[src/rtl/instr_fetch_queue_if.sv]
// Fetch-queue bus bundle: icache request/response, redirect and decode handshake.
// The master modport is the fetch queue; the slave modport is the icache/decode side.
interface instr_fetch_queue_if #(
  parameter int DEPTH = 4
);
  logic                     iREN;
  logic [31:0]              iaddr;
  logic                     ihit;
  logic [31:0]              iload;
  logic                     redirect;
  logic [31:0]              redirect_pc;
  logic                     dec_valid;
  logic                     dec_ready;
  logic [31:0]              instruction;
  logic [31:0]              pc;
  logic [31:0]              npc;
  logic [$clog2(DEPTH):0]   count;
  logic                     halt_seen;

  modport master (
    output iREN, iaddr, dec_valid, instruction, pc, npc, count, halt_seen,
    input  ihit, iload, redirect, redirect_pc, dec_ready
  );

  modport slave (
    input  iREN, iaddr, dec_valid, instruction, pc, npc, count, halt_seen,
    output ihit, iload, redirect, redirect_pc, dec_ready
  );
endinterface

[src/rtl/instr_fetch_queue.sv]
// Instruction prefetch FIFO between icache and decode, with redirect flush and HALT stop.
// Optional macro FETCH_BYPASS_EN: an icache hit into an empty queue is offered to decode the same cycle.
module instr_fetch_queue #(
  parameter int          DEPTH    = 4,
  parameter logic [31:0] RESET_PC = 32'h0000_0000
) (
  input logic                  CLK,
  input logic                  RST,
  instr_fetch_queue_if.master  bus
);
  localparam int PW = $clog2(DEPTH);
  localparam int CW = PW + 1;

  logic [31:0]   mem_instr_r [DEPTH];
  logic [31:0]   mem_pc_r    [DEPTH];
  logic [PW-1:0] wr_ptr_r;
  logic [PW-1:0] rd_ptr_r;
  logic [CW-1:0] count_r;
  logic [31:0]   fetch_pc_r;
  logic          halt_r;

  logic          full_s;
  logic          iren_s;
  logic          push_s;
  logic          store_s;
  logic          pop_s;
  logic [31:0]   redirect_target_s;
  logic          dec_valid_s;
  logic [31:0]   head_instr_s;
  logic [31:0]   head_pc_s;

  function automatic logic is_halt(input logic [31:0] word);
    return (word[31:26] == 6'b111111);
  endfunction

  // Fetch request, push/pop qualification and redirect target
  always_comb begin
    full_s            = (count_r == CW'(DEPTH));
    iren_s            = !RST && !full_s && !halt_r;
    push_s            = iren_s && bus.ihit && !bus.redirect;
    pop_s             = (count_r != {CW{1'b0}}) && bus.dec_ready && !bus.redirect;
    redirect_target_s = bus.redirect_pc & 32'hFFFF_FFFC;
`ifdef FETCH_BYPASS_EN
    // A word handed straight to decode from an empty queue is never stored.
    if ((count_r == {CW{1'b0}}) && push_s && bus.dec_ready) begin
      store_s = 1'b0;
    end else begin
      store_s = push_s;
    end
`else
    store_s = push_s;
`endif
  end

  // Queue storage, pointers, occupancy, fetch PC and HALT tracking
  always_ff @(posedge CLK or posedge RST) begin
    if (RST) begin
      for (int i = 0; i < DEPTH; i++) begin
        mem_instr_r[i] <= 32'h0000_0000;
        mem_pc_r[i]    <= 32'h0000_0000;
      end
      wr_ptr_r   <= {PW{1'b0}};
      rd_ptr_r   <= {PW{1'b0}};
      count_r    <= {CW{1'b0}};
      fetch_pc_r <= RESET_PC;
      halt_r     <= 1'b0;
    end else if (bus.redirect) begin
      wr_ptr_r   <= {PW{1'b0}};
      rd_ptr_r   <= {PW{1'b0}};
      count_r    <= {CW{1'b0}};
      fetch_pc_r <= redirect_target_s;
      halt_r     <= 1'b0;
    end else begin
      if (store_s) begin
        mem_instr_r[wr_ptr_r] <= bus.iload;
        mem_pc_r[wr_ptr_r]    <= fetch_pc_r;
        wr_ptr_r              <= wr_ptr_r + PW'(1);
      end
      if (pop_s) begin
        rd_ptr_r <= rd_ptr_r + PW'(1);
      end
      case ({store_s, pop_s})
        2'b10:   count_r <= count_r + CW'(1);
        2'b01:   count_r <= count_r - CW'(1);
        default: count_r <= count_r;
      endcase
      if (push_s) begin
        fetch_pc_r <= fetch_pc_r + 32'd4;
        if (is_halt(bus.iload)) begin
          halt_r <= 1'b1;
        end
      end
    end
  end

  // Decode-side head selection
  always_comb begin
`ifdef FETCH_BYPASS_EN
    if ((count_r == {CW{1'b0}}) && push_s) begin
      dec_valid_s  = 1'b1;
      head_instr_s = bus.iload;
      head_pc_s    = fetch_pc_r;
    end else begin
      dec_valid_s  = (count_r != {CW{1'b0}});
      head_instr_s = mem_instr_r[rd_ptr_r];
      head_pc_s    = mem_pc_r[rd_ptr_r];
    end
`else
    dec_valid_s  = (count_r != {CW{1'b0}});
    head_instr_s = mem_instr_r[rd_ptr_r];
    head_pc_s    = mem_pc_r[rd_ptr_r];
`endif
  end

  assign bus.iREN        = iren_s;
  assign bus.iaddr       = fetch_pc_r;
  assign bus.dec_valid   = dec_valid_s;
  assign bus.instruction = head_instr_s;
  assign bus.pc          = head_pc_s;
  assign bus.npc         = head_pc_s + 32'd4;
  assign bus.count       = count_r;
  assign bus.halt_seen   = halt_r;
endmodule

[src/flat_wrapper.sv]
// flat-port wrapper written by rule: the top's interface ports become plain ports
module instr_fetch_queue_flat 
#(
  parameter int          DEPTH    = 4,
  parameter logic [31:0] RESET_PC = 32'h0000_0000
)
  (CLK, RST, bus_iREN, bus_iaddr, bus_dec_valid, bus_instruction, bus_pc, bus_npc, bus_count, bus_halt_seen, bus_ihit, bus_iload, bus_redirect, bus_redirect_pc, bus_dec_ready);
  instr_fetch_queue_if #(.DEPTH(DEPTH)) bus_i ();
  input logic CLK;
  input logic RST;
  output wire logic [$bits(bus_i.iREN)-1:0] bus_iREN;
  output wire logic [$bits(bus_i.iaddr)-1:0] bus_iaddr;
  output wire logic [$bits(bus_i.dec_valid)-1:0] bus_dec_valid;
  output wire logic [$bits(bus_i.instruction)-1:0] bus_instruction;
  output wire logic [$bits(bus_i.pc)-1:0] bus_pc;
  output wire logic [$bits(bus_i.npc)-1:0] bus_npc;
  output wire logic [$bits(bus_i.count)-1:0] bus_count;
  output wire logic [$bits(bus_i.halt_seen)-1:0] bus_halt_seen;
  input wire logic [$bits(bus_i.ihit)-1:0] bus_ihit;
  input wire logic [$bits(bus_i.iload)-1:0] bus_iload;
  input wire logic [$bits(bus_i.redirect)-1:0] bus_redirect;
  input wire logic [$bits(bus_i.redirect_pc)-1:0] bus_redirect_pc;
  input wire logic [$bits(bus_i.dec_ready)-1:0] bus_dec_ready;
  assign bus_iREN = bus_i.iREN;
  assign bus_iaddr = bus_i.iaddr;
  assign bus_dec_valid = bus_i.dec_valid;
  assign bus_instruction = bus_i.instruction;
  assign bus_pc = bus_i.pc;
  assign bus_npc = bus_i.npc;
  assign bus_count = bus_i.count;
  assign bus_halt_seen = bus_i.halt_seen;
  assign bus_i.ihit = bus_ihit;
  assign bus_i.iload = bus_iload;
  assign bus_i.redirect = bus_redirect;
  assign bus_i.redirect_pc = bus_redirect_pc;
  assign bus_i.dec_ready = bus_dec_ready;
  instr_fetch_queue #(.DEPTH(DEPTH), .RESET_PC(RESET_PC)) u_core (.CLK(CLK), .RST(RST), .bus(bus_i));
endmodule
[config.mk]
export PLATFORM = sky130hd
export DESIGN_NAME = instr_fetch_queue_flat
export DESIGN_NICKNAME = d
export VERILOG_FILES = /design/src/rtl/instr_fetch_queue_if.sv /design/src/rtl/instr_fetch_queue.sv /design/src/flat_wrapper.sv
export SDC_FILE = /design/constraint.sdc
export NUM_CORES = 1
export LEC_CHECK = 0
export ABC_CLOCK_PERIOD_IN_PS = 10940
export CAP_MARGIN = 20
export CORE_MARGIN = 10
export CORE_UTILIZATION = 55
export DETAILED_ROUTE_END_ITERATION = 10
export PLACE_DENSITY = 0.81
export SETUP_SLACK_MARGIN = 0.4
export SLEW_MARGIN = 10
export SYNTH_ARGS = -nofsm -noshare
export SYNTH_HDL_FRONTEND = slang
export SYNTH_SLANG_ARGS = --single-unit
[constraint.sdc]
create_clock -name CLK -period 10.94 [get_ports CLK]
set_input_delay 1.641 -clock CLK [delete_from_list [all_inputs] [get_ports CLK]]
set_output_delay 1.641 -clock CLK [all_outputs]
set_load 0.03 [all_outputs]
Word level (Yosys, flattened, before mapping)
Cells that the tools add are included.
{"block": "word_totals", "elab_cells": 68, "out_inout_bits": 134, "in_bits": 69, "ff_bits": 296}
{"block": "classes", "n_mux": 21, "n_reduce_logical": 18, "addsub": 6, "magnitude_cmp": 3, "n_bitwise": 3, "eq_ne": 4}
{"operator": "bitwise mux 128 bit", "count": 2}
{"operator": "2-to-1 mux 32 bit", "count": 7}
{"operator": "binary-select mux 32 bit (select 2 bit)", "count": 2}
{"operator": "adder 32 x 3 -> 32 bit, second input constant", "count": 2}
{"operator": "demux 32 bit (select 2 bit)", "count": 1}
{"operator": "2-to-1 mux 2 bit", "count": 4}
{"operator": "logical AND 1 bit", "count": 7}
{"operator": "== test 6 bit, second input constant", "count": 1}
{"operator": ">= comparator 3 bit, second input constant", "count": 2}
{"operator": "inverter 2 -> 3 bit", "count": 2}
{"operator": "one-hot mux 3 bit (2 select lines)", "count": 1}
{"operator": "nonzero test 2 bit", "count": 3}
{"operator": "nonzero test 3 bit", "count": 2}
{"operator": "adder 2 x 1 -> 2 bit, second input constant", "count": 2}
{"operator": "logical NOT 1 bit", "count": 4}
{"operator": "AND reduction 2 bit", "count": 2}
{"operator": "adder 3 x 1 -> 3 bit, second input constant", "count": 1}
{"operator": "== test 3 bit, second input constant", "count": 1}
{"operator": "< comparator 3 x 1 -> 1 bit, second input constant", "count": 1}
{"operator": "2-to-1 mux 1 bit", "count": 3}
{"operator": "2-to-1 mux 3 bit", "count": 1}
{"operator": "subtractor 3 x 1 -> 3 bit, second input constant", "count": 1}
{"operator": "== test 2 x 1 -> 1 bit, second input constant", "count": 1}
{"operator": "== test 2 bit, second input constant", "count": 1}
{"operator": "inverter 1 bit", "count": 1}

Depth between registers and ports, before layout
{"block": "logic_depth", "depth_word": 9, "depth_mapped": 9}

Least setup slack after synthesis
Ideal clock, no wire load.
{"block": "synth_timing", "path_kind": "reg-to-output", "startpoint": "register u_core.rd_ptr_r[1]", "endpoint": "output port bus_npc[28]", "path_stages_with_launch": 9, "arrival_time_ns": 2.653, "path_slack_ns": 6.646, "required_ns": 9.299, "cell_sequence": "dfrtp_1 buf_4 buf_8 mux4_1 ha_1 nand3_1 nor4_4 nand4_1 xnor2_1"}
{"block": "synth_between", "elab_chain_cells": 5}
{"item": "start: declaration", "line": "instr_fetch_queue.sv:17", "rtl": "logic [PW-1:0] rd_ptr_r;"}
{"item": "start signal: assignment", "line": "instr_fetch_queue.sv:63", "rtl": "rd_ptr_r <= {PW{1'b0}};"}
{"item": "start signal: assignment", "line": "instr_fetch_queue.sv:69", "rtl": "rd_ptr_r <= {PW{1'b0}};"}
{"item": "start signal: assignment", "line": "instr_fetch_queue.sv:80", "rtl": "rd_ptr_r <= rd_ptr_r + PW'(1);"}
{"item": "inverter 2 -> 3 bit (implied by the code)", "line": "instr_fetch_queue.sv:111", "rtl": "head_pc_s = mem_pc_r[rd_ptr_r];"}
{"item": "binary-select mux 32 bit (select 2 bit)", "line": "instr_fetch_queue.sv:111"}
{"item": "2-to-1 mux 32 bit (implied by the code) (2 in a row)", "line": "instr_fetch_queue.sv:111"}
{"item": "net bus_pc[2]", "line": "flat_wrapper.sv:15", "rtl": "output wire logic [$bits(bus_i.pc)-1:0] bus_pc;"}
{"item": "adder 32 x 3 -> 32 bit", "line": "instr_fetch_queue.sv:120", "rtl": "assign bus.npc = head_pc_s + 32'd4;"}
{"item": "end: declaration", "line": "flat_wrapper.sv:16", "rtl": "output wire logic [$bits(bus_i.npc)-1:0] bus_npc;"}
The timed path passes the listed nets, and every way through them passes these cells. The select of a mux whose other input is x is not followed.

Worst setup path after layout
{"block": "layout_timing", "startpoint": "register u_core.rd_ptr_r[0]", "endpoint": "output port bus_npc[26]"}
{"block": "layout_between", "elab_chain_cells": 5}
{"item": "inverter 2 -> 3 bit (implied by the code)", "line": "instr_fetch_queue.sv:111"}
{"item": "binary-select mux 32 bit (select 2 bit)", "line": "instr_fetch_queue.sv:111"}
{"item": "2-to-1 mux 32 bit (implied by the code) (2 in a row)", "line": "instr_fetch_queue.sv:111"}
{"item": "adder 32 x 3 -> 32 bit", "line": "instr_fetch_queue.sv:120"}
No other way between the ends. The select of a mux whose other input is x is not followed.

==> results.json <==
{
  "ios": 203,
  "period_share": 0.569,
  "cp_data_arrival_time_ps": 4580,
  "crit_type": "flip-flop to primary output",
  "antenna_found_initial": 0,
  "hold_violations": 0,
  "clockBufferDepth": 3,
  "ir_drop_mv": 0.250,
  "overflow": 0,
  "min_period_ps": 6220,
  "critPathMaxFanout": 49,
  "cts_tree": "done",
  "yosysSeqAreaShare": 0.526,
  "vias": 8427,
  "tightest_slew_ps": 1030,
  "post_route_cells_drive_above_1_share": 0.327,
  "clock_latency_ps": 540,
  "internal-power_w": 0.00300,
  "switching_share": 0.372,
  "async_reset_ff_frac": 1.00,
  "grt_usage": 0.196,
  "status": "completed",
  "cts_buffers": 30,
  "setup_violations": 0,
  "maxCapViolCount": 0,
  "syn_area_mm2": 0.0136,
  "clock-root-buffer": "clkbuf_16",
  "diodes": 0,
  "rows": 57,
  "ant_nets": 0,
  "p_seq_frac": 0.325,
  "place_ws_ps": 5230,
  "yosys_warnings": 0,
  "drc_errors": 0,
  "fin_tns_setup_ps": 0,
  "grt_pass1_vias": 8981,
  "place.port_buffers": 194,
  "grt_max_degree": 125,
  "synth_edf_count": 0,
  "die_w_um": 177,
  "max_slew_margin": 0.312,
  "wire_per_inst_um": 21.3,
  "worstPathRequired_ps": 9300,
  "synth_area_leaders": "dfrtp_1 (53%), mux2_2 (21%), mux4_2 (7.6%)",
  "synth_cells": 944,
  "final_util": 0.686,
  "ys_types": 47,
  "leakage_nw": 7.34,
  "cts_hold_buffers": 0,
  "dp_hpwl_um": 20500,
  "nFillCells": 1683,
  "syn_to_final_growth_pct": 22.7,
  "rsz0062_at_grt": "false",
  "start_util": 0.559,
  "drt_first_pass_iters": 7,
  "die_h_um": 177,
  "synth_top_area_share": 0.526,
  "drt_iter0_drc": 721,
  "clockPowerShare": 0.208,
  "die_area_mm2": 0.0314,
  "routed_via_density": 5.74,
  "synth.avg_cell_area_um2": 14.4,
  "yosysTopAreaCell": "dfrtp_1",
  "p_sw_w": 0.00177,
  "place_area_mm2": 0.0157,
  "grt_pass1_wl_um": 49600,
  "final_area_mm2": 0.0167,
  "wl_um": 31200,
  "layout.cells.most_common": "dfrtp_1",
  "fin_ws_ps": 4720,
  "p_comb_frac": 0.467,
  "path_clk_slew_ps": 60,
  "clkSinkCount": 286,
  "layout_common_cells": "dfrtp_1 (284), mux2_2 (250), clkdlybuf4s50_1 (193)",
  "slew_viol_final": 0,
  "fin_skew_ps": 5.85,
  "coreArea_mm2": 0.0243,
  "p_per_area_mw_per_mm2": 286,
  "synth-seq-cells": 286,
  "synth_flop_cell": "dfrtp_1",
  "hp-class": "flip-flop to flip-flop",
  "gp_congestion": 0.814,
  "start_kind": "flip-flop",
  "cts_resized": 0,
  "cts_setup_buffers": 0,
  "cts_htree_levels": 1,
  "finalNetCount": 1197,
  "cp-end-kind": "primary output",
  "timing.fmax_mhz": 161
}
[Yosys cell counts, types with 3 or more instances]
master / instances
and4_1: 3
buf_1: 3
buf_2: 30
buf_4: 10
clkbuf_1: 17
dfrtp_1: 286
ha_1: 6
inv_1: 16
mux2_2: 250
mux2i_1: 3
mux4_1: 16
mux4_2: 46
nand2_1: 54
nand3_1: 19
nand4_1: 13
nor2_1: 28
nor3_1: 10
nor4_1: 7
nor4_4: 4
o21ai_0: 21
o21ai_1: 5
o31ai_1: 3
or3_1: 3
or4_1: 4
xnor2_1: 49
xor2_1: 11
[stage by stage]
stage	cells	hold WS, ps	power [W]
after floorplan	949	470	0.00299
after global placement	1411	479	0.00376
after detailed placement	1411	485	0.00381
after CTS	1465	499	0.00482
after global routing	1467	503	0.00499
final	1467	499	0.00477
[cells by family after synthesis]
logic type,count (synthesis),synth area share
flops,286,0.526
xor+xnor,60,0.0386
other cells,1,0.000276
fa+ha+maj,7,0.00699
simple gates,161,0.0662
buf+inv,81,0.0322
mux,315,0.316
compound gates,33,0.0132
[path summary, 6_finish.rpt]
kind | startpoint | endpoint | slack [ps] | cells past startpoint
min | u_core.mem_pc_r[124] | u_core.mem_pc_r[124] | 500 | 1
max reg2reg | u_core.bus.count[0] | u_core.mem_instr_r[88] | 7640 | 6
min in group asynchronous | RST | u_core.wr_ptr_r[0] | 1720 | 2
max | u_core.rd_ptr_r[0] | bus_npc[26] | 4720 | 8
min reg2reg | u_core.mem_pc_r[124] | u_core.mem_pc_r[124] | 500 | 1
max in group asynchronous | RST | u_core.rd_ptr_r[0] | 7680 | 3
[area by class of cell]
cell class / instances / area (um^2) / share of cell area
clock inverters: 11 / 105 / 0.00630
repair buffers: 205 / 2040 / 0.122
flip-flops and latches: 286 / 7160 / 0.430
inverters: 16 / 67.6 / 0.00405
well taps: 324 / 405 / 0.0243
multi-input cells: 582 / 6030 / 0.362
clock buffers: 43 / 861 / 0.0516
[state kept, by name, indices dropped and copies added, names as in the netlist]
signal,count
u_core.bus.count,3
u_core.bus.halt_seen,1
u_core.bus.iaddr,30
u_core.mem_instr_r,128
u_core.mem_pc_r,120
u_core.rd_ptr_r,2
u_core.wr_ptr_r,2
[per-layer routing]
metal	wire, um	global-route usage	vias up	part of all wire
met1	12500	0.242	4389	0.40
met5	0	0	-	0
met2	16300	0.349	198	0.52
met4	674	0.0490	0	0.022
met3	1770	0.0333	38	0.057
li1	-	-	3802	-
[worst max-delay path: stages, from the launching register on]
cell	delay, ps
dfrtp_4	600
buf_4	740
mux4_2	450
ha_1	200
nand3_1	250
nor4_4	690
nand4_1	190
xnor2_1	180
clkdlybuf4s50_1	710
[power groups by stage]
stage	Clock, W	Combinational [W]	Sequential, W
after floorplan	0	0.00148	0.00151
after global placement	0	0.00221	0.00155
after detailed placement	0	0.00225	0.00157
after CTS	0.00101	0.00226	0.00155
after global routing	0.00106	0.00235	0.00159
final	0.000994	0.00223	0.00155
Note: power is estimated with default switching activity, not from simulation.
